==> src/rtl/serial_eq_arbiter.sv <==
// Round-robin arbiter sharing one external XNOR cell between two requesters,
// running a bit-serial LSB-first W-bit equality compare and returning eq with a done pulse.
module serial_eq_arbiter #(
  parameter int W = 4
) (
  input  logic         clk,
  input  logic         reset,
  input  logic         req0,
  input  logic [W-1:0] a0,
  input  logic [W-1:0] b0,
  input  logic         req1,
  input  logic [W-1:0] a1,
  input  logic [W-1:0] b1,
  output logic         gnt0,
  output logic         gnt1,
  output logic         busy,
  output logic         done,
  output logic         eq,
  output logic         owner,
  output logic         xa,
  output logic         xb,
  input  logic         xf
);

  localparam int CW = (W > 1) ? $clog2(W) : 1;
  localparam logic [CW-1:0] CNT_LAST = CW'(W - 1);

  typedef enum logic [1:0] {
    S_IDLE    = 2'd0,
    S_COMPARE = 2'd1,
    S_DONE    = 2'd2
  } state_t;

  state_t        state_q, state_d;
  logic [W-1:0]  a_sh_q, a_sh_d;
  logic [W-1:0]  b_sh_q, b_sh_d;
  logic [CW-1:0] cnt_q, cnt_d;
  logic          acc_q, acc_d;
  logic          eq_q, eq_d;
  logic          done_q, done_d;
  logic          owner_q, owner_d;
  logic          last_owner_q, last_owner_d;
  logic          gnt0_q, gnt0_d;
  logic          gnt1_q, gnt1_d;

  // last_owner resets to 1 so requester 0 wins the first contested grant.
  always_ff @(posedge clk) begin
    if (reset) begin
      state_q      <= S_IDLE;
      a_sh_q       <= '0;
      b_sh_q       <= '0;
      cnt_q        <= '0;
      acc_q        <= 1'b1;
      eq_q         <= 1'b0;
      done_q       <= 1'b0;
      owner_q      <= 1'b0;
      last_owner_q <= 1'b1;
      gnt0_q       <= 1'b0;
      gnt1_q       <= 1'b0;
    end else begin
      state_q      <= state_d;
      a_sh_q       <= a_sh_d;
      b_sh_q       <= b_sh_d;
      cnt_q        <= cnt_d;
      acc_q        <= acc_d;
      eq_q         <= eq_d;
      done_q       <= done_d;
      owner_q      <= owner_d;
      last_owner_q <= last_owner_d;
      gnt0_q       <= gnt0_d;
      gnt1_q       <= gnt1_d;
    end
  end

  always_comb begin
    logic winner;
    winner       = 1'b0;
    state_d      = state_q;
    a_sh_d       = a_sh_q;
    b_sh_d       = b_sh_q;
    cnt_d        = cnt_q;
    acc_d        = acc_q;
    eq_d         = eq_q;
    done_d       = 1'b0;
    owner_d      = owner_q;
    last_owner_d = last_owner_q;
    gnt0_d       = 1'b0;
    gnt1_d       = 1'b0;
    xa           = 1'b0;
    xb           = 1'b0;

    unique case (state_q)
      S_IDLE: begin
        if (req0 || req1) begin
          // On contention the requester that did not win last time goes next.
          winner       = (req0 && req1) ? ~last_owner_q : req1;
          a_sh_d       = winner ? a1 : a0;
          b_sh_d       = winner ? b1 : b0;
          cnt_d        = '0;
          acc_d        = 1'b1;
          owner_d      = winner;
          last_owner_d = winner;
          gnt0_d       = ~winner;
          gnt1_d       = winner;
          state_d      = S_COMPARE;
        end
      end
      S_COMPARE: begin
        xa     = a_sh_q[0];
        xb     = b_sh_q[0];
        acc_d  = acc_q & xf;
        a_sh_d = a_sh_q >> 1;
        b_sh_d = b_sh_q >> 1;
        cnt_d  = cnt_q + CW'(1);
        // All W bits are always visited; a mismatch does not end the compare early.
        if (cnt_q == CNT_LAST) begin
          eq_d    = acc_q & xf;
          done_d  = 1'b1;
          state_d = S_DONE;
        end
      end
      S_DONE: begin
        state_d = S_IDLE;
      end
      default: begin
        state_d = S_IDLE;
      end
    endcase
  end

  assign gnt0  = gnt0_q;
  assign gnt1  = gnt1_q;
  assign busy  = (state_q != S_IDLE);
  assign done  = done_q;
  assign eq    = eq_q;
  assign owner = owner_q;

endmodule

==> config.mk <==
export PLATFORM = sky130hd
export DESIGN_NAME = serial_eq_arbiter
export DESIGN_NICKNAME = d
export VERILOG_FILES = /design/src/rtl/serial_eq_arbiter.sv
export SDC_FILE = /design/constraint.sdc
export NUM_CORES = 1
export LEC_CHECK = 0
export ABC_AREA = 1
export BUFFER_PORTS_ARGS = -buffer_cell sky130_fd_sc_hd__buf_2
export CAP_MARGIN = 20
export CORE_AREA = 2 2 46 48
export CTS_CLUSTER_SIZE = 24
export DETAILED_ROUTE_END_ITERATION = 8
export DIE_AREA = 0 0 48 50
export GPL_TIMING_DRIVEN = 0
export PLACE_DENSITY = 0.82
export SLEW_MARGIN = 20
export SYNTH_ARGS = -nofsm -noshare
export SYNTH_HDL_FRONTEND = slang
export SYNTH_SLANG_ARGS = --single-unit
export TNS_END_PERCENT = 100
==> constraint.sdc <==
create_clock -name clk -period 1.85 [get_ports clk]
set_clock_uncertainty 0.15 [all_clocks]
set_input_delay 0.185 -clock clk [delete_from_list [all_inputs] [get_ports clk]]
set_output_delay 0.185 -clock clk [all_outputs]
set_load 0.005 [all_outputs]
==> results.ini, run 1 <==
[power_and_ir_drop]
cellLeakagePower_nw=0.623
cellPowerDensity_nw_per_um2=732
power.total_mw=0.856
peakVddDrop_mv=0.449

[sta]
fin_ws_ns=0.387
period_share_pct=79.1
holdWs_ns=0.0522
final_hold_viol_count=0
rsz0062_at_grt=false
setup_tns_ns=0
maxSlewHeadroom_pct=67.4
fmax_mhz=684
finalSetupViolations=0
maxSlewViolCount=0
worst_pin_slew_ns=0.488
period_minus_slack_ns=1.46

[yosys]
synth.avg_cell_area_um2=6.77
ys_seq_area_share_pct=39.3
synthAdderAreaFrac_pct=1.29
synth_seq_cells=19
synth_cell_types=21
synth_xor_area_share_pct=0
syn-num-nets=165
muxShareOfSynthArea_pct=0
synthSimpleGateAreaFrac_pct=40.2
synth_top_family_by_area=simple AND/OR/NAND/NOR gates
synth_compound_area_share_pct=8.01
syn_inst=143
syn-cell-area_um2=968
ys_warn_count=0

[grt]
grt_use_total_pct=19.0
grt_pass1_wl_um=3270
antenna_found_initial=0
grt_max_degree=12
overflow=0
grt_pass1_vias=819

[run]
max-cap-violations=0

[floorplanning]
fp.dieW_um=48
ios=29
num_rows=16
die_h_um=50
design.core.area_um2=1900
start_util_pct=50.9
dieArea_um2=2400

[status]
status=finished, final reports clean

[placed_design]
pre_cts_slack_ns=0.593
place_inst=196
io_buffers=26
dpl_cell_area_um2=1130
gp_congestion=0.813
dp_hpwl_um=1500

[setup_path]
rr_endpoint=b_sh_q[1]
critPathRequiredTime_ns=1.51
reg2reg_slack_ns=0.58
cp-endpoint=xb
path_class=register to output pin
reg2reg_from=last_owner_q
cp-start-kind=register
crit_fanout=10
worst_ep_arrival_time_ns=1.13
critPathCaptureType=output pin
reg2reg_depth=6
crit_start=state_q[1]

[finish]
diodes=0
nFillCells=177
multi_input_area_um2=479
syn_to_final_growth_pct=20.8
drive_above_1_share_pct=24.1
fin_cells=201
register_area_um2=380
final_area_um2=1170
final_core_util_pct=61.5
nets=197

[routing]
wire_per_inst_um=9.83
num_vias=960
drtIter0Drc=37
drc=0
drt_pass1_iterations=4
wirelength_um=1980
viasPerCell=4.78
ant_nets=0

[clocking]
cts_tree=yes
cts.sinks=19
clk_path_buf_depth=2
numCtsBuffers=3
htreeDepth=1
cts-root-buf=clkbuf_4
clk_pin_slew_ns=0.10
clock_latency_ns=0.30
cts.repair.resized=0

[min_path]
hold_path_class=input pin to register

==> registers in the layout, indices dropped and copies added (netlist names) <==
signal	cells
gnt0	1
gnt1	1
b_sh_q	4
done	1
cnt_q	2
acc_q	1
state_q	2
a_sh_q	4
eq	1
owner	1
last_owner_q	1
==> critical path, cell delays in order (launching register included) <==
cell     delay [ns]
dfxtp_1        0.34
inv_1          0.05
nand2_1        0.07
buf_2          0.20
nor2_1         0.05
buf_2          0.12
==> where the power goes <==
group	internal [mW]	leakage, nW	total (mW)	switching [mW]
clock	0.0805	0.0177	0.203	0.122
combinational	0.0807	0.449	0.198	0.118
sequential	0.440	0.156	0.455	0.0155
==> cell usage after synthesis, drive strengths merged <==
cell type  number  area [um2]
a21oi          12        60.1
buf             6        37.5
clkbuf          1        3.75
dfxtp          19         380
ha              1        12.5
inv            18        67.6
nand2          35         136
nand3          16        90.1
nand3b          2        15.0
nand4           1        6.26
nor2           28         136
nor3            1        5.00
o21a            1        7.51
o21ai           2        10.0
==> placed cells by master (no fill, tap or decap) <==
master         synthesis  routed
inv_1                 18      18
nand2_1               33      33
nand3_2                2       2
buf_4                  1       1
buf_6                  1       1
nand4_1                1       1
dlygate4sd3_1          0       1
nor3_1                 1       1
ha_1                   1       1
nor2_1                25      25
nor2_4                 2       2
nand3_1               14      14
clkbuf_4               0       3
nor2_8                 1       1
nand3b_1               2       2
buf_2                  3      29
clkinv_2               0       1
o21a_1                 1       1
buf_1                  1       1
o21ai_0                2       2
clkbuf_1               1       1
nand2_2                2       2
a21oi_1               12      12
dfxtp_1               19      19
==> metal layers <==
metal | share of wire [%] | vias up | routed length [um] | track usage (%)
met5 | 0 | - | 0 | 0
met4 | 1.3 | 0 | 26 | 5.41
met3 | 5.8 | 4 | 115 | 5.49
met2 | 49 | 30 | 960 | 30.7
met1 | 44 | 423 | 874 | 23.9
li1 | - | 503 | - | -
==> layout make-up <==
cell class	instances	area share [%]
Sequential cell	19	32.5
Buffer	7	3.53
Tap cell	27	2.89
Clock buffer	3	1.93
Clock inverter	1	0.428
Multi-Input combinational cell	99	41.0
Inverter	18	5.78
Timing Repair Buffer	27	12.0
==> worst min-delay path by stage <==
stage | cells after the start | start | to
after floorplan | 2 | xf | acc_q
after global placement | 3 | xf | acc_q
after detailed placement | 3 | xf | acc_q
after CTS | 2 | reset | eq
after global routing | 2 | reset | eq
final | 2 | reset | b_sh_q[3]
==> kinds of logic after synthesis <==
kind of cell	count (synthesis)
compound gates	15
buf+inv	25
fa+ha+maj	1
simple gates	83
flops	19
==> repair_timing <==
item / 4_1_cts / 5_1_grt
hold buffers: 1 / 0
endpoints found under the hold margin: 1 / 0
buffers inserted: 0 / 0
No activity file was read; power rests on OpenSTA's default activity.
==> inputs of run 2 (changes only) <==
--- a/config.mk
+++ b/config.mk
@@ -8,12 +8,12 @@
 export ABC_AREA = 1
 export BUFFER_PORTS_ARGS = -buffer_cell sky130_fd_sc_hd__buf_2
 export CAP_MARGIN = 20
-export CORE_AREA = 2 2 46 48
+export CORE_AREA = 2 2 48 50
 export CTS_CLUSTER_SIZE = 24
 export DETAILED_ROUTE_END_ITERATION = 8
-export DIE_AREA = 0 0 48 50
+export DIE_AREA = 0 0 50 52
 export GPL_TIMING_DRIVEN = 0
-export PLACE_DENSITY = 0.82
+export PLACE_DENSITY = 0.77
 export SLEW_MARGIN = 20
 export SYNTH_ARGS = -nofsm -noshare
 export SYNTH_HDL_FRONTEND = slang
==> constraint.sdc (replaced) <==
create_clock -name clk -period 1.41 [get_ports clk]
set_clock_uncertainty 0.15 [all_clocks]
set_input_delay 0.141 -clock clk [delete_from_list [all_inputs] [get_ports clk]]
set_output_delay 0.141 -clock clk [all_outputs]
set_load 0.005 [all_outputs]
==> results.ini, run 2 (synthesis gave the netlist of run 1 again) <==
[routing]
wirelength_um=2090  ; +5.7%
viasPerCell=4.81  ; +0.68%
drt_pass1_iterations=4  ; unchanged
drc=0  ; unchanged
num_vias=981  ; +2.2%
ant_nets=0  ; unchanged
wire_per_inst_um=10.2  ; +4.1%
drtIter0Drc=16  ; -57%

[sta]
period_share_pct=96.1
maxSlewViolCount=0  ; unchanged
fmax_mhz=738
final_hold_viol_count=0  ; unchanged
worst_pin_slew_ns=0.477  ; -0.0111 ns
fin_ws_ns=0.0547  ; -0.333 ns
holdWs_ns=0.0218  ; -0.0304 ns
finalSetupViolations=0  ; unchanged
period_minus_slack_ns=1.36
maxSlewHeadroom_pct=68.2  ; +0.74 points

[grt]
grt_use_total_pct=18.4  ; -0.61 points
grt_pass1_vias=894  ; +9.2%
grt_pass1_wl_um=3670  ; +12%
overflow=0  ; unchanged
grt_max_degree=12  ; unchanged
antenna_found_initial=0  ; unchanged

[setup_path]
critPathRequiredTime_ns=1.12  ; -0.39 ns
crit_fanout=7  ; -3
reg2reg_slack_ns=0.12  ; -0.46 ns
crit_start=state_q[1]
worst_ep_arrival_time_ns=1.06  ; -0.07 ns
cp-start-kind=register
critPathCaptureType=output pin
path_class=register to output pin
reg2reg_from=state_q[1]

[status]
status=finished, final reports clean

[floorplanning]
ios=29  ; unchanged
num_rows=17  ; +1
dieArea_um2=2600  ; +8.3%
die_h_um=52  ; +4.0%
design.core.area_um2=2110  ; +11%
start_util_pct=46.0  ; -4.9 points
fp.dieW_um=50  ; +4.2%

[clocking]
numCtsBuffers=3  ; unchanged
clock_latency_ns=0.30  ; about the same
clk_pin_slew_ns=0.11  ; about the same
htreeDepth=1  ; unchanged
cts_tree=yes
cts-root-buf=clkbuf_4
cts.sinks=19  ; unchanged
clk_path_buf_depth=2  ; unchanged

[finish]
final_area_um2=1200  ; +2.8%
nets=199  ; +1.0%
syn_to_final_growth_pct=24.2
drive_above_1_share_pct=28.4  ; +4.3 points
diodes=0  ; unchanged
final_common_cell=nand2_1
final_cell_mix=nand2_1, buf_2, nor2_1
reg_top3=a_sh_q (4), b_sh_q (4)
fin_cells=204  ; +1.5%

[power_and_ir_drop]
cellPowerDensity_nw_per_um2=954  ; +30%
p_clk_share_pct=23.7  ; about the same
p_int_mw=0.800  ; +33%
power.total_mw=1.15  ; +34%
combPwrFrac_pct=24.1  ; +0.9 points
switchingPower_mw=0.347  ; +36%
peakVddDrop_mv=0.741  ; +65%
switching_share_pct=30.3  ; +0.47 points
sequentialPowerShare_pct=52.2  ; -1.0 points
cellLeakagePower_nw=0.636  ; +2.0%

[placed_design]
dpl_cell_area_um2=1130  ; +0.11%
place_inst=197  ; +0.51%
gp_congestion=0.799  ; -1.7%
io_buffers=26  ; unchanged
pre_cts_slack_ns=0.148  ; -0.445 ns
dp_hpwl_um=1560  ; +4.4%

[min_path]
min_from=b0[3]
hold_path_class=input pin to register

[run]
max-cap-violations=0  ; unchanged

run 2: changes by cell type in the layout (fill, tap and decap cells not counted), sizes merged:
cell / previous run / this run
buf: 32 / 34
run 2: critical path, cell delays in order (launching register included):
cell	delay, ns
dfxtp_2	0.34
inv_2	0.06
nand2_2	0.06
buf_6	0.14
nor2_2	0.06
buf_2	0.10
run 2: through the flow:
| stage | TNS (ns) | util (%) |
|---|---|---|
| 2_1_floorplan | 0 | - |
| 3_3_place_gp | 0 | 53.8 |
| 3_5_place_dp | 0 | 53.8 |
| 4_1_cts | 0 | 55.7 |
| 5_1_grt | -0.00857 | 57.1 |
| 6_report | 0 | 57.1 |
run 2: path summary, 6_finish.rpt:
check / end / cells past startpoint
max: xb / 5
min reg2reg: owner / 2
min: b_sh_q[3] / 5
max reg2reg: eq / 7
run 2: power by group through the flow:
stage / Sequential [mW] / Combinational, mW / Clock, mW
final: 0.598 / 0.276 / 0.272
after floorplan: 0.606 / 0.184 / 0
after global routing: 0.604 / 0.316 / 0.306
after global placement: 0.607 / 0.248 / 0
after detailed placement: 0.610 / 0.257 / 0
after CTS: 0.597 / 0.263 / 0.274
run 2: final cells by class:
type	count	area [um2]
Fill cell	215	903
Multi-Input combinational cell	99	487
Sequential cell	19	383
Timing Repair Buffer	29	155
Inverter	18	67.6
Buffer	7	47.5
Tap cell	28	35.0
Clock buffer	3	22.5
Clock inverter	1	5.00
run 2: timing repair:
item                                    in CTS  in global routing
pin swaps                                    0                  0
endpoints found under the setup margin       2                  2
gates cloned                                 0                  0
setup buffers                                0                  2
resized for setup                            1                  7
hold endpoints to repair                     2                  0
hold buffers                                 1                  0
run 2: routing by layer:
metal | wire (um) | track usage [%] | part of all wire, %
met5 | 0 | 0 | 0
met4 | 26 | 6.94 | 1.2
met3 | 91 | 3.45 | 4.4
met2 | 1060 | 31.4 | 51
met1 | 911 | 23.0 | 44
==> inputs of run 3 (changes only) <==
--- a/config.mk
+++ b/config.mk
@@ -14,6 +14,7 @@
 export DIE_AREA = 0 0 50 52
 export GPL_TIMING_DRIVEN = 0
 export PLACE_DENSITY = 0.77
+export RECOVER_POWER = 50
 export SLEW_MARGIN = 20
 export SYNTH_ARGS = -nofsm -noshare
 export SYNTH_HDL_FRONTEND = slang
==> results.ini, run 3 (synthesis gave the netlist of run 1 again) <==
[finish]
final_cell_mix=nand2_1, buf_2, nor2_1
nets=199  ; unchanged
final_area_um2=1200  ; -0.31%
nFillCells=218  ; +1.4%
final_common_cell=nand2_1
reg_top3=a_sh_q (4), b_sh_q (4)
drive_above_1_share_pct=26.7  ; -1.7 points
syn_to_final_growth_pct=23.8
diodes=0  ; unchanged

[grt]
antenna_found_initial=0  ; unchanged
grt_use_total_pct=18.4  ; unchanged
overflow=0  ; unchanged
grt_max_degree=12  ; unchanged
grt_pass1_wl_um=3670  ; unchanged
grt_pass1_vias=894  ; unchanged

[power_and_ir_drop]
cellPowerDensity_nw_per_um2=959  ; +0.50%
cellLeakagePower_nw=0.627  ; -1.4%
switchingPower_mw=0.350  ; +0.73%
switching_share_pct=30.4  ; +0.16 points
sequentialPowerShare_pct=52.1  ; about the same
peakVddDrop_mv=0.740  ; -0.13%
combPwrFrac_pct=24.0  ; about the same
power.total_mw=1.15  ; +0.18%
p_int_mw=0.799  ; about the same
p_clk_share_pct=23.9  ; +0.2 points

[floorplanning]
die_h_um=52  ; unchanged
design.core.area_um2=2110  ; unchanged
dieArea_um2=2600  ; unchanged
ios=29  ; unchanged
num_rows=17  ; unchanged
fp.dieW_um=50  ; unchanged
start_util_pct=46.0  ; unchanged

[setup_path]
critPathCaptureType=output pin
worst_ep_arrival_time_ns=1.07  ; about the same
critPathRequiredTime_ns=1.12  ; about the same
critPathSlowestCell=dfxtp_1
crit_fanout=7  ; unchanged
path_class=register to output pin
crit_buf_inv=3  ; unchanged
crit_path_max_incr_delay_ns=0.33  ; about the same
cp-start-kind=register
worstPathCellList=inv_2, nand2_2, buf_6, nor2_2, buf_2
crit_family=flip-flops

[sta]
fmax_mhz=736  ; -0.18%
maxSlewViolCount=0  ; unchanged
finalSetupViolations=0  ; unchanged
maxSlewHeadroom_pct=67.9  ; -0.30 points
final_hold_viol_count=0  ; unchanged
period_minus_slack_ns=1.36  ; +0.00247 ns
setup_tns_ns=0  ; unchanged
period_share_pct=96.3  ; +0.17 points
holdWs_ns=0.0173  ; -0.00448 ns
worst_pin_slew_ns=0.482  ; +0.00443 ns

[routing]
ant_nets=0  ; unchanged
viasPerCell=4.81  ; unchanged
drc=0  ; unchanged
wire_per_inst_um=10.2  ; about the same
drtIter0Drc=16  ; unchanged
num_vias=981  ; unchanged
wirelength_um=2090  ; about the same
drt_pass1_iterations=4  ; unchanged

[clocking]
numCtsBuffers=3  ; unchanged
clk_path_buf_depth=2  ; unchanged
cts.sinks=19  ; unchanged
cts-root-buf=clkbuf_4
clock_latency_ns=0.30  ; about the same
cts_tree=yes
clk_pin_slew_ns=0.11  ; about the same
htreeDepth=1  ; unchanged

[min_path]
hold_path_class=input pin to register

[placed_design]
dpl_cell_area_um2=1130  ; unchanged
io_buffers=26  ; unchanged
dp_hpwl_um=1560  ; unchanged
gp_congestion=0.799  ; unchanged

[status]
status=finished, final reports clean

[run]
max-cap-violations=0  ; unchanged

==> run 3: cell types whose count changed in the layout (fill, tap and decap cells not counted) <==
| cell | delta |
|---|---|
| clkbuf_1 | +2 |
| clkbuf_2 | +1 |
| dfxtp_2 | -1 |
| dfxtp_1 | +1 |
| buf_2 | -3 |
==> run 3: path summary, 6_finish.rpt <==
path / from / to / slack, ns / cells past startpoint
hold / removal: reset / b_sh_q[3] / 0.02 / 2
setup reg to reg: state_q[1] / eq / 0.10 / 7
setup / recovery: state_q[1] / xb / 0.05 / 5
hold reg to reg: owner / owner / 0.32 / 2
==> run 3: worst reg2reg max path: stages, from the launching register on <==
cell and delay [ns]:
dfxtp_1 0.33, inv_2 0.07, nand2_2 0.06, inv_1 0.11
clkbuf_2 0.23, nand2_1 0.12, nand2_1 0.07, a21oi_1 0.06
==> run 3: metal layers <==
metal / vias to the layer above / GRT usage, % / part of all wire [%]
li1: 512 / - / -
met4: 0 / 6.94 / 1.2
met5: - / 0 / 0
met1: 441 / 23.0 / 44
met2: 24 / 31.4 / 50
met3: 4 / 3.45 / 4.1
==> run 3: timing repair <==
action	in CTS	in global routing
hold buffers	1	0
hold endpoints to repair	2	0
buffers inserted	0	2
setup endpoints to repair	2	2
gates resized for setup	1	7
==> run 3: stage by stage <==
stage	cells	utilization, %	setup WS (ns)
finish	204	56.9	0.0522
global route	204	56.9	-0.0107
CTS	202	55.7	0.00711
detailed placement	197	53.8	0.148
global placement	197	53.8	0.177
floorplan	143	-	0.270
==> run 3: cell type report <==
cell class / count / area, um2 / area share (%)
buffer: 7 / 47.5 / 3.97
timing repair buffer: 29 / 153 / 12.7
clock buffer: 3 / 22.5 / 1.88
tap: 28 / 35.0 / 2.92
inverter: 18 / 67.6 / 5.64
clock inverter: 1 / 5.00 / 0.418
sequential: 19 / 382 / 31.8
multi-input combinational: 99 / 487 / 40.6
==> run 3: power groups by stage <==
| stage | Clock [mW] | Combinational, mW | Sequential, mW |
|---|---|---|---|
| after floorplan | 0 | 0.184 | 0.606 |
| after global placement | 0 | 0.248 | 0.607 |
| after detailed placement | 0 | 0.257 | 0.610 |
| after CTS | 0.274 | 0.263 | 0.597 |
| after global routing | 0.306 | 0.316 | 0.604 |
| final | 0.275 | 0.276 | 0.598 |
